**src/rtl/c_tick_gen.sv**
```systemverilog
// c_tick_gen: switch-driven speed select and single-cycle TICK enable for the
// LED chaser. Everything runs on CLOCK; the chaser advances on CLOCK when TICK=1,
// so no derived or gated clocks are needed downstream.
module c_tick_gen #(
  parameter int unsigned DIV_SLOW   = 270_270_270,
  parameter int unsigned DIV_MED    = 66_666_667,
  parameter int unsigned DIV_FAST   = 16_666_667,
  parameter int unsigned DEB_CYCLES = 1_000_000,
  parameter int unsigned CNT_W      = 29
) (
  input  logic       CLOCK,
  input  logic       RESETN,
  input  logic       SW0,
  input  logic       SW1,
  input  logic       SW2,
  output logic       TICK,
  output logic [1:0] SPEED,
  output logic [2:0] SW_DB
);

  localparam int unsigned DEB_W = $clog2(DEB_CYCLES) + 1;
  localparam logic [DEB_W-1:0] DEB_LAST  = DEB_W'(DEB_CYCLES - 1);
  localparam logic [CNT_W-1:0] LAST_SLOW = CNT_W'(DIV_SLOW - 1);
  localparam logic [CNT_W-1:0] LAST_MED  = CNT_W'(DIV_MED - 1);
  localparam logic [CNT_W-1:0] LAST_FAST = CNT_W'(DIV_FAST - 1);

  logic [2:0]       sw_raw;
  logic [2:0]       sw_db_w;
  logic [1:0]       speed_reg;
  logic [1:0]       speed_next;
  logic [CNT_W-1:0] div_cnt_reg;
  logic [CNT_W-1:0] div_last;
  logic             tick_reg;
  logic             run;

  assign sw_raw = {SW2, SW1, SW0};

  genvar gi;
  generate
    for (gi = 0; gi < 3; gi++) begin : g_sw
      logic             sync1_reg;
      logic             sync2_reg;
      logic             db_reg;
      logic [DEB_W-1:0] deb_cnt_reg;

      // Two-flop synchroniser for the raw, asynchronous switch input.
      always_ff @(posedge CLOCK or negedge RESETN) begin
        if (!RESETN) begin
          sync1_reg <= 1'b0;
          sync2_reg <= 1'b0;
        end else begin
          sync1_reg <= sw_raw[gi];
          sync2_reg <= sync1_reg;
        end
      end

      // Accept a new level only after it has differed from the held level for DEB_CYCLES edges.
      always_ff @(posedge CLOCK or negedge RESETN) begin
        if (!RESETN) begin
          db_reg      <= 1'b0;
          deb_cnt_reg <= '0;
        end else if (sync2_reg != db_reg) begin
          if (deb_cnt_reg == DEB_LAST) begin
            db_reg      <= sync2_reg;
            deb_cnt_reg <= '0;
          end else begin
            deb_cnt_reg <= deb_cnt_reg + DEB_W'(1);
          end
        end else begin
          deb_cnt_reg <= '0;
        end
      end

      assign sw_db_w[gi] = db_reg;
    end
  endgenerate

  // Priority select: the highest debounced switch sets the rate.
  always_comb begin
    speed_next = 2'd0;
    if (sw_db_w[2])      speed_next = 2'd3;
    else if (sw_db_w[1]) speed_next = 2'd2;
    else if (sw_db_w[0]) speed_next = 2'd1;
  end

  // Terminal count for the rate being loaded this edge, so a rate change takes effect immediately.
  always_comb begin
    case (speed_next)
      2'd3:    div_last = LAST_FAST;
      2'd2:    div_last = LAST_MED;
      default: div_last = LAST_SLOW;
    endcase
  end

  // Counting needs a running rate both before and after this edge: entering STOP clears at once,
  // and leaving STOP spends its first edge at zero so the first TICK lands DIV edges later.
  assign run = (speed_reg != 2'd0) && (speed_next != 2'd0);

  // Registered speed, one edge behind the debounced switches.
  always_ff @(posedge CLOCK or negedge RESETN) begin
    if (!RESETN) speed_reg <= 2'd0;
    else         speed_reg <= speed_next;
  end

  // Divider: wrap at the current terminal count and pulse TICK for exactly one cycle.
  always_ff @(posedge CLOCK or negedge RESETN) begin
    if (!RESETN) begin
      div_cnt_reg <= '0;
      tick_reg    <= 1'b0;
    end else if (!run) begin
      div_cnt_reg <= '0;
      tick_reg    <= 1'b0;
    end else if (div_cnt_reg >= div_last) begin
      div_cnt_reg <= '0;
      tick_reg    <= 1'b1;
    end else begin
      div_cnt_reg <= div_cnt_reg + CNT_W'(1);
      tick_reg    <= 1'b0;
    end
  end

  assign TICK  = tick_reg;
  assign SPEED = speed_reg;
  assign SW_DB = sw_db_w;

endmodule

```
**config.mk**
```make
export PLATFORM = sky130hd
export DESIGN_NAME = c_tick_gen
export DESIGN_NICKNAME = d
export VERILOG_FILES = /design/src/rtl/c_tick_gen.sv
export SDC_FILE = /design/constraint.sdc
export NUM_CORES = 1
export LEC_CHECK = 0
export ABC_AREA = 1
export BUFFER_PORTS_ARGS = -buffer_cell sky130_fd_sc_hd__buf_2
export CAP_MARGIN = 20
export CELL_PAD_IN_SITES_DETAIL_PLACEMENT = 0
export CELL_PAD_IN_SITES_GLOBAL_PLACEMENT = 1
export CORE_MARGIN = 2
export CORE_UTILIZATION = 47
export DETAILED_ROUTE_END_ITERATION = 7
export GPL_TIMING_DRIVEN = 1
export MAX_ROUTING_LAYER = met4
export PLACE_DENSITY = 0.76
export RECOVER_POWER = 25
export SLEW_MARGIN = 20
export SYNTH_ARGS = -nofsm -noshare
export SYNTH_HDL_FRONTEND = slang
export SYNTH_SLANG_ARGS = --single-unit
export TNS_END_PERCENT = 5
```
**constraint.sdc**
```tcl
create_clock -name CLOCK -period 2.7 [get_ports CLOCK]
set_input_delay 0.27 -clock CLOCK [delete_from_list [all_inputs] [get_ports CLOCK]]
set_output_delay 0.27 -clock CLOCK [all_outputs]
set_load 0.005 [all_outputs]
```
==> metrics.md, run 1 <==
| Metric | Value |
|---|---|
| Die Ht | 119 um |
| Post-synthesis cell area | slightly above 6000 um2 |
| Grt met2 use | 0.352 |
| Worst r2r dst | div_cnt_reg[24] |
| Iter 0 DRT Violations | 428 |
| CP startpoint | g_sw[2].db_reg |
| Nets@finish | 903 |
| 1st-pass router iterations | 5 |
| Critical path's largest stage delay | around 0.44 ns |
| Final weighted congestion in routability-driven placement | 0.866 |
| First-pass GRT wire length | 25700 um |
| Reg2reg path depth | 11 |
| Deepest clock path buffer count | 2 |
| Worst Max-Slew Pin Slew | 1.13 ns |
| PwrDens | 455 nW/um2 |
| DP Wirelength | 11100 um |
| Non-Filler Instances | 1054 |
| Antenna violations before repair | 0 |
| Via count | 5456 |
| Wirelength per Cell | 13.9 um |
| Max FFs per register | 63 |
| Core ar. | 13100 um2 |
| Diode count | 0 |
| Worst setup EP type | register |
| WS Path Type | register to register |
| Largest net degree at the start of global routing | 46 |
| Number of global-route vias before repair | 5331 |
| Final hold vios | 0 |
| Clock latency on the worst-skew pair | 0.35 ns |
| Avg Cell Area, Syn | 7.27 um2 |
| RSZ-0062 raised after global routing | false |
| Syn Nets | 887 |
| Slew margin rel. | 0.247 |
| Worst path slowest cell | dfrtp_1 |
| Hold path startpoint | SW1 |
| Clock Skew | ~0.0055 ns |
| Flop2flop setup slack | 0.30 ns |
| Yosys cell types | 36 |
| Ports | 11 |
| CP max FO | 29 |
| Die area | 14200 um2 |
| H-Tree Level Count | 3 |
| CTS sink cnt | 104 |
| YS warnings | 0 |
| Max-cap viol count | 0 |
| Slew Viols, Final | 0 |
| PortBufs | 10 |
| Worst-path cell chain | inv_1, o21ai_0, nor2_2, inv_1, ha_1, a21o_1, o21ai_0, nand3_1, nor2_2, nand2_8, nor2_1 |
| Post-Place Cells | 1037 |
| Most common cell after layout, fill and taps aside | nand2_1 |
| Overall Global Routing Usage | 0.232 |
| Fin crit share | 0.888 |
| Post-Synthesis Cells | 857 |
| Most frequent cells in the layout | 197 x nand2_1, 156 x nor2_1, 110 x inv_1 |
| Status | finished clean |
| Drt total wl | between 10000 and 15000 um |
| Hold Path Class | input port to register |
| Max IR drop VDD | 0.318 mV |
| Clock Root Buffer | clkbuf_16 |
| WP data arrival | 2.68 ns |
| CTS tree | yes |
| Cell Rows | 42 |
| Setup_tns | 0 ns |
| Yosys reg bits | 104 |
| Worst EP required | approximately 3.0 ns |
| Via-per-instance ratio | 5.18 |
| Initial core utilization | 0.476 |
| Final ANT Viol Nets | 0 |
| Leakage power | 3.05 nW |
| Count of final setup violators | 0 |
| Final min period | 2.40 ns |
| Cts bufs inserted | 9 |
| Global route overflow | 0 |
| RR Startpoint | g_sw[2].db_reg |
| M3 GR Usage | 0.0469 |
| Global-route met1 utilization | 0.322 |
| Fmax | 417 MHz |
| Die X | 119 um |
| Register area share after synthesis | 0.418 |
| Critical Path End | div_cnt_reg[24] |
| Synth-to-Final Area Change | 9.34% |
| Clk pin slew, worst setup/hold paths | 0.07 ns |
| Post-CTS Setup Repair Bufs | 0 |
| # DRC | 0 |
| Share of layout cells above drive strength 1 | 0.0604 |
| Most Crowded Layer GR | met2 |
| Critical Path Start Type | register |
cell usage after synthesis (all sizes together):
| library cell | number | area [um2] |
|---|---|---|
| nor4 | 1 | 6.26 |
| clkbuf | 1 | 3.75 |
| o21bai | 3 | 22.5 |
| clkinv | 1 | 3.75 |
| nor3 | 55 | 307 |
| nor3b | 8 | 60.1 |
| dfrtp | 104 | 2600 |
| xor2 | 19 | 166 |
| and2 | 1 | 6.26 |
| nor2 | 165 | 654 |
| ha | 25 | 313 |
| xnor2 | 1 | 8.76 |
| a21o | 1 | 7.51 |
| or2 | 4 | 25.0 |
| a21oi | 33 | 165 |
| a211oi | 1 | 7.51 |
| o21ai | 18 | 90.1 |
| a31oi | 3 | 18.8 |
| nand4 | 18 | 113 |
| nand3b | 8 | 60.1 |
| nand2 | 200 | 758 |
| buf | 10 | 76.3 |
| nand3 | 62 | 310 |
| o31ai | 1 | 7.51 |
| o211ai | 3 | 22.5 |
| inv | 111 | 417 |
cell type report:
type | count | area, um2
clock buffers | 9 | 225
clock inverters | 7 | 101
well taps | 176 | 220
repair buffers | 16 | 95.1
inverters | 112 | 420
flip-flops and latches | 104 | 2600
multi-input cells | 630 | 3150
fillers | 1277 | 6270
metal layers:
layer	vias to the layer above	wire length [um]
met5	-	0
met4	0	172
met3	13	487
met2	90	6670
met1	2575	7340
li1	2778	-
where the power goes:
group	switching [mW]	internal (mW)	leakage (nW)	total, mW
Sequential	0.0112	1.57	1.43	1.58
Clock	0.615	0.823	0.153	1.44
Combinational	0.0634	0.0181	1.46	0.0816
worst min-delay path by stage:
stage	cells after the start	endpoint
6_report	1	g_sw[1].sync1_reg
5_1_grt	1	g_sw[1].sync1_reg
4_1_cts	1	g_sw[1].sync1_reg
3_5_place_dp	1	g_sw[2].deb_cnt_reg[20]
3_3_place_gp	1	g_sw[2].deb_cnt_reg[11]
2_1_floorplan	0	SPEED[0]
cells by family after synthesis:
family | share of synthesized area
xor gates and xnor gates | 0.0281
and+or+nand+nor | 0.369
buffers and inverters | 0.0803
DFF | 0.418
adders and majority gates | 0.0502
AOI/OAI and AO/OA | 0.0548
critical path, delay by kind of cell (launching register included):
family | cells | cell delay [ns]
simple gates | 5 | 0.86
compound gates | 3 | 0.48
buf+inv | 2 | 0.25
fa+ha+maj | 1 | 0.30
flops | 1 | 0.44
what timing repair did:
action,CTS,global route
resized for setup,0,3
endpoints found under the hold margin,34,0
hold buffers,1,0
endpoints found under the setup margin,0,29
per-stage QoR:
| step | cell area (um2) | worst slack [ns] | utilization | power (mW) | hold WS [ns] |
|---|---|---|---|---|---|
| final | 6810 | 0.303 | 0.521 | 3.10 | 0.0242 |
| after global routing | 6810 | 0.0362 | 0.521 | 3.23 | 0.00901 |
| after CTS | 6820 | 0.00730 | 0.521 | 3.15 | 0.00991 |
| after detailed placement | 6480 | 0.0419 | 0.495 | 1.70 | 0.267 |
| after global placement | 6480 | 0.102 | 0.495 | 1.70 | 0.265 |
| after floorplan | 6230 | 0.435 | - | 1.65 | -0.0256 |
No activity file was read; power rests on OpenSTA's default activity.
==> run 2: changes to the inputs <==
Settings changed: ABC_AREA 1 to default, CORE_UTILIZATION 47 to 50, REMOVE_ABC_BUFFERS from default to 1, SLEW_MARGIN 20 to default.
==> run 2 against run 1 <==
- sequential power hardly changed
- power is 16% lower
- critical path depth decreased by 2
- register-to-register slack worse by 0.12 ns
- combinational power is 2.6% lower
- critical path type unchanged
- clock skew up 0.012 ns
==> metrics.md, run 2 <==
| Metric | Value |
|---|---|
| Final ANT Viol Nets | 0 (unchanged) |
| Most frequent cell after synthesis | dfrtp_1 (was nand2_1) |
| YS warnings | 0 (unchanged) |
| Number of global-route vias before repair | 4001 (was 5331) |
| Most frequent cells in the layout | 104 x dfrtp_1, 80 x nor2_1, 45 x xnor2_1 (was 197 x nand2_1, 156 x nor2_1, 110 x inv_1) |
| Clock latency on the worst-skew pair | 0.40 ns (was 0.35 ns) |
| First-pass GRT wire length | 19100 um (was 25700 um) |
| Iter 0 DRT Violations | 167 (was 428) |
| Post-synthesis cell area | 5460 um2 (was 6230 um2) |
| Clk pin slew, worst setup/hold paths | 0.10 ns (was 0.07 ns) |
| Max-cap viol count | 0 (unchanged) |
| Via count | 3993 (was 5456) |
| Final hold vios | 0 (unchanged) |
| Non-Filler Instances | 709 (was 1054) |
| Fin crit share | 0.933 (was 0.888) |
| EDFF count, synth | 0 (unchanged) |
| Antenna violations before repair | 0 (unchanged) |
| Finished Cell Area | 5940 um2 (was 6810 um2) |
| Hold Path Class | register to register (was input port to register) |
| 1st-pass router iterations | 4 (was 5) |
| Critical Path Start Type | register (unchanged) |
| Worst Max-Slew Pin Slew | 1.41 ns (was 1.13 ns) |
| CTS tree | yes (unchanged) |
| Post-CTS Setup Repair Bufs | 0 (unchanged) |
| Largest net degree at the start of global routing | 56 (was 46) |
| Leakage power | 2.51 nW (was 3.05 nW) |
| DP Wirelength | 7380 um (was 11100 um) |
| Post-Synthesis Cells | 549 (was 857) |
| Max IR drop VDD | 0.317 mV (was 0.318 mV) |
| Final weighted congestion in routability-driven placement | 0.836 (was 0.866) |
| Cts bufs inserted | 9 (unchanged) |
| CTS sink cnt | 104 (unchanged) |
| Die Ht | 109 um (was 119 um) |
| Count of final setup violators | 0 (unchanged) |
| Die area | 11800 um2 (was 14200 um2) |
| Worst-path cell chain | or2_4, inv_1, ha_1, nand2b_1, a2111oi_0, or4_1, a21oi_2, buf_12, nor4_1 (was inv_1, o21ai_0, nor2_2, inv_1, ha_1, a21o_1, o21ai_0, nand3_1, nor2_2, nand2_8, nor2_1) |
| Share of layout cells above drive strength 1 | 0.107 (was 0.0604) |
| WHS | 0.372 ns (was 0.0242 ns) |
| Diode count | 0 (unchanged) |
| Buf/Inv on CP | 2 (unchanged) |
| Fmax | 397 MHz (was 417 MHz) |
| Yosys reg bits | 104 (unchanged) |
| Final min period | 2.52 ns (was 2.40 ns) |
| Max FFs per register | 63 (unchanged) |
| Cell accounting for the most synthesized area | dfrtp_1 (unchanged) |
| Most common cell after layout, fill and taps aside | dfrtp_1 (was nand2_1) |
| Ports | 11 (unchanged) |
| Drt total wl | 10800 um (was 14700 um) |
| Yosys top cell area share | 0.477 (was 0.418) |
| Register area share after synthesis | 0.477 (was 0.418) |
| Slew margin rel. | 0.0592 (was 0.247) |
| PortBufs | 10 (unchanged) |
| # DRC | 0 (unchanged) |
| Worst setup EP type | register (unchanged) |
| Async SR Flop Fraction | 1.00 (unchanged) |
| Critical path's largest stage delay | 0.43 ns (was 0.44 ns) |
| Cell Rows | 38 (was 42) |
| Main area contributors after synthesis | dfrtp_1 48%, xnor2_1 7.2%, xor2_1 6.7% (was dfrtp_1 42%, nand2_1 12%, nor2_1 9.5%) |
| WS Path Type | register to register (unchanged) |
| Initial core utilization | 0.508 (was 0.476) |
| WP data arrival | 2.80 ns (was 2.68 ns) |
| Overall Global Routing Usage | 0.213 (was 0.232) |
| CP max FO | 30 (was 29) |
| Via-per-instance ratio | 5.63 (was 5.18) |
| H-Tree Level Count | 3 (unchanged) |
| Die X | 109 um (was 119 um) |
| Worst EP required | 2.98 ns (about the same) |
| Core ar. | 10700 um2 (was 13100 um2) |
| Avg Cell Area, Syn | 9.95 um2 (was 7.27 um2) |
| Wirelength per Cell | 15.3 um (was 13.9 um) |
| Commonest cells in the netlist | 104 x dfrtp_1, 80 x nor2_1, 45 x xnor2_1 (was 197 x nand2_1, 157 x nor2_1, 110 x inv_1) |
| Yosys cell types | 41 (was 36) |
| Worst path slowest cell | dfrtp_1 (unchanged) |
| Slew Viols, Final | 0 (unchanged) |
| Placed cell areas | 5710 um2 (was 6480 um2) |
| Post-Place Cells | 689 (was 1037) |
| CP top delay family | simple AND/OR/NAND/NOR gates (unchanged) |
| Main synth FF type | dfrtp_1 (unchanged) |
| Synth-to-Final Area Change | 8.80% (was 9.34%) |
| Clock Skew | 0.0173 ns (was 0.00551 ns) |
| Global route overflow | 0 (unchanged) |
| Nets@finish | 594 (was 903) |
| Status | finished clean (unchanged) |
| Clock Root Buffer | clkbuf_8 (was clkbuf_16) |
| PwrDens | 439 nW/um2 (was 455 nW/um2) |
| RSZ-0062 raised after global routing | false (unchanged) |
| Deepest clock path buffer count | 2 (unchanged) |
## run 2: cell types whose count changed after synthesis, moves of 33 or more
| cell | previous run | this run |
|---|---|---|
| nor3_1 | 50 | 17 |
| inv_1 | 110 | 14 |
| nor4_1 | 1 | 35 |
| xnor2_1 | 1 | 45 |
| nand2_1 | 197 | 29 |
| nor2_1 | 157 | 80 |
## run 2: logic make-up after synthesis
family / synth area share
flip-flops: 0.477
AND/OR/NAND/NOR: 0.276
buffers and inverters: 0.0268
AO/OA/AOI/OAI: 0.0220
multiplexers: 0.00206
adder cells (fa/ha/maj): 0.0573
XOR/XNOR: 0.140
## run 2: layout make-up
class,count,area [um2]
Fill cell,979,4800
Multi-Input combinational cell,410,2730
Sequential cell,104,2600
Timing Repair Buffer,25,198
Tap cell,140,175
Clock buffer,9,124
Clock inverter,7,58.8
Inverter,14,52.6
## run 2: report_power, final
| group | total, mW | internal, mW | switching (mW) |
|---|---|---|---|
| clock network | 0.944 | 0.354 | 0.590 |
| registers | 1.59 | 1.57 | 0.0135 |
| logic | 0.0795 | 0.0234 | 0.0561 |
| total | 2.61 | 1.95 | 0.660 |
## run 2: timing repair
item | in CTS | in global routing
endpoints found under the setup margin | 0 | 29
resized for setup | 0 | 2
hold buffers | 4 | 0
endpoints found under the hold margin | 56 | 0
## run 2: worst paths after layout
kind                                                end              start  slack, ns  cells past startpoint
min in group asynchronous       g_sw[2].deb_cnt_reg[10]             RESETN       0.74                      2
worst max register to register          div_cnt_reg[17]     g_sw[2].db_reg       0.18                      9
worst max-delay path                    div_cnt_reg[17]     g_sw[2].db_reg       0.18                      9
worst min-delay path                  g_sw[1].sync2_reg  g_sw[1].sync1_reg       0.37                      0
worst min register to register        g_sw[1].sync2_reg  g_sw[1].sync1_reg       0.37                      0
max in group asynchronous               div_cnt_reg[18]             RESETN       1.03                      3
## run 2: through the flow
stage           util  power, mW  setup slack [ns]  setup TNS (ns)
2_1_floorplan      -       1.64            -0.568          -16.91
3_3_place_gp   0.532       1.69             0.204               0
3_5_place_dp   0.532       1.70           0.00414               0
4_1_cts        0.552       2.66           0.00457               0
5_1_grt        0.553       2.73            0.0111               0
6_report       0.553       2.61             0.181               0
## run 2: worst reg2reg max path, cell delays in order, from the launching register on
cell and delay, ns:
dfrtp_1 0.43, or2_4 0.32, inv_1 0.16, ha_1 0.25, nand2b_1 0.13, a2111oi_0 0.38
or4_1 0.18, a21oi_2 0.06, buf_12 0.19, nor4_1 0.30
## run 2: per-layer routing
| layer | share of wire | GRT usage | wire, um |
|---|---|---|---|
| met1 | 0.49 | 0.280 | 5320 |
| met2 | 0.46 | 0.321 | 5000 |
| met3 | 0.031 | 0.0615 | 334 |
| met4 | 0.016 | 0.0623 | 175 |
| met5 | 0 | - | 0 |
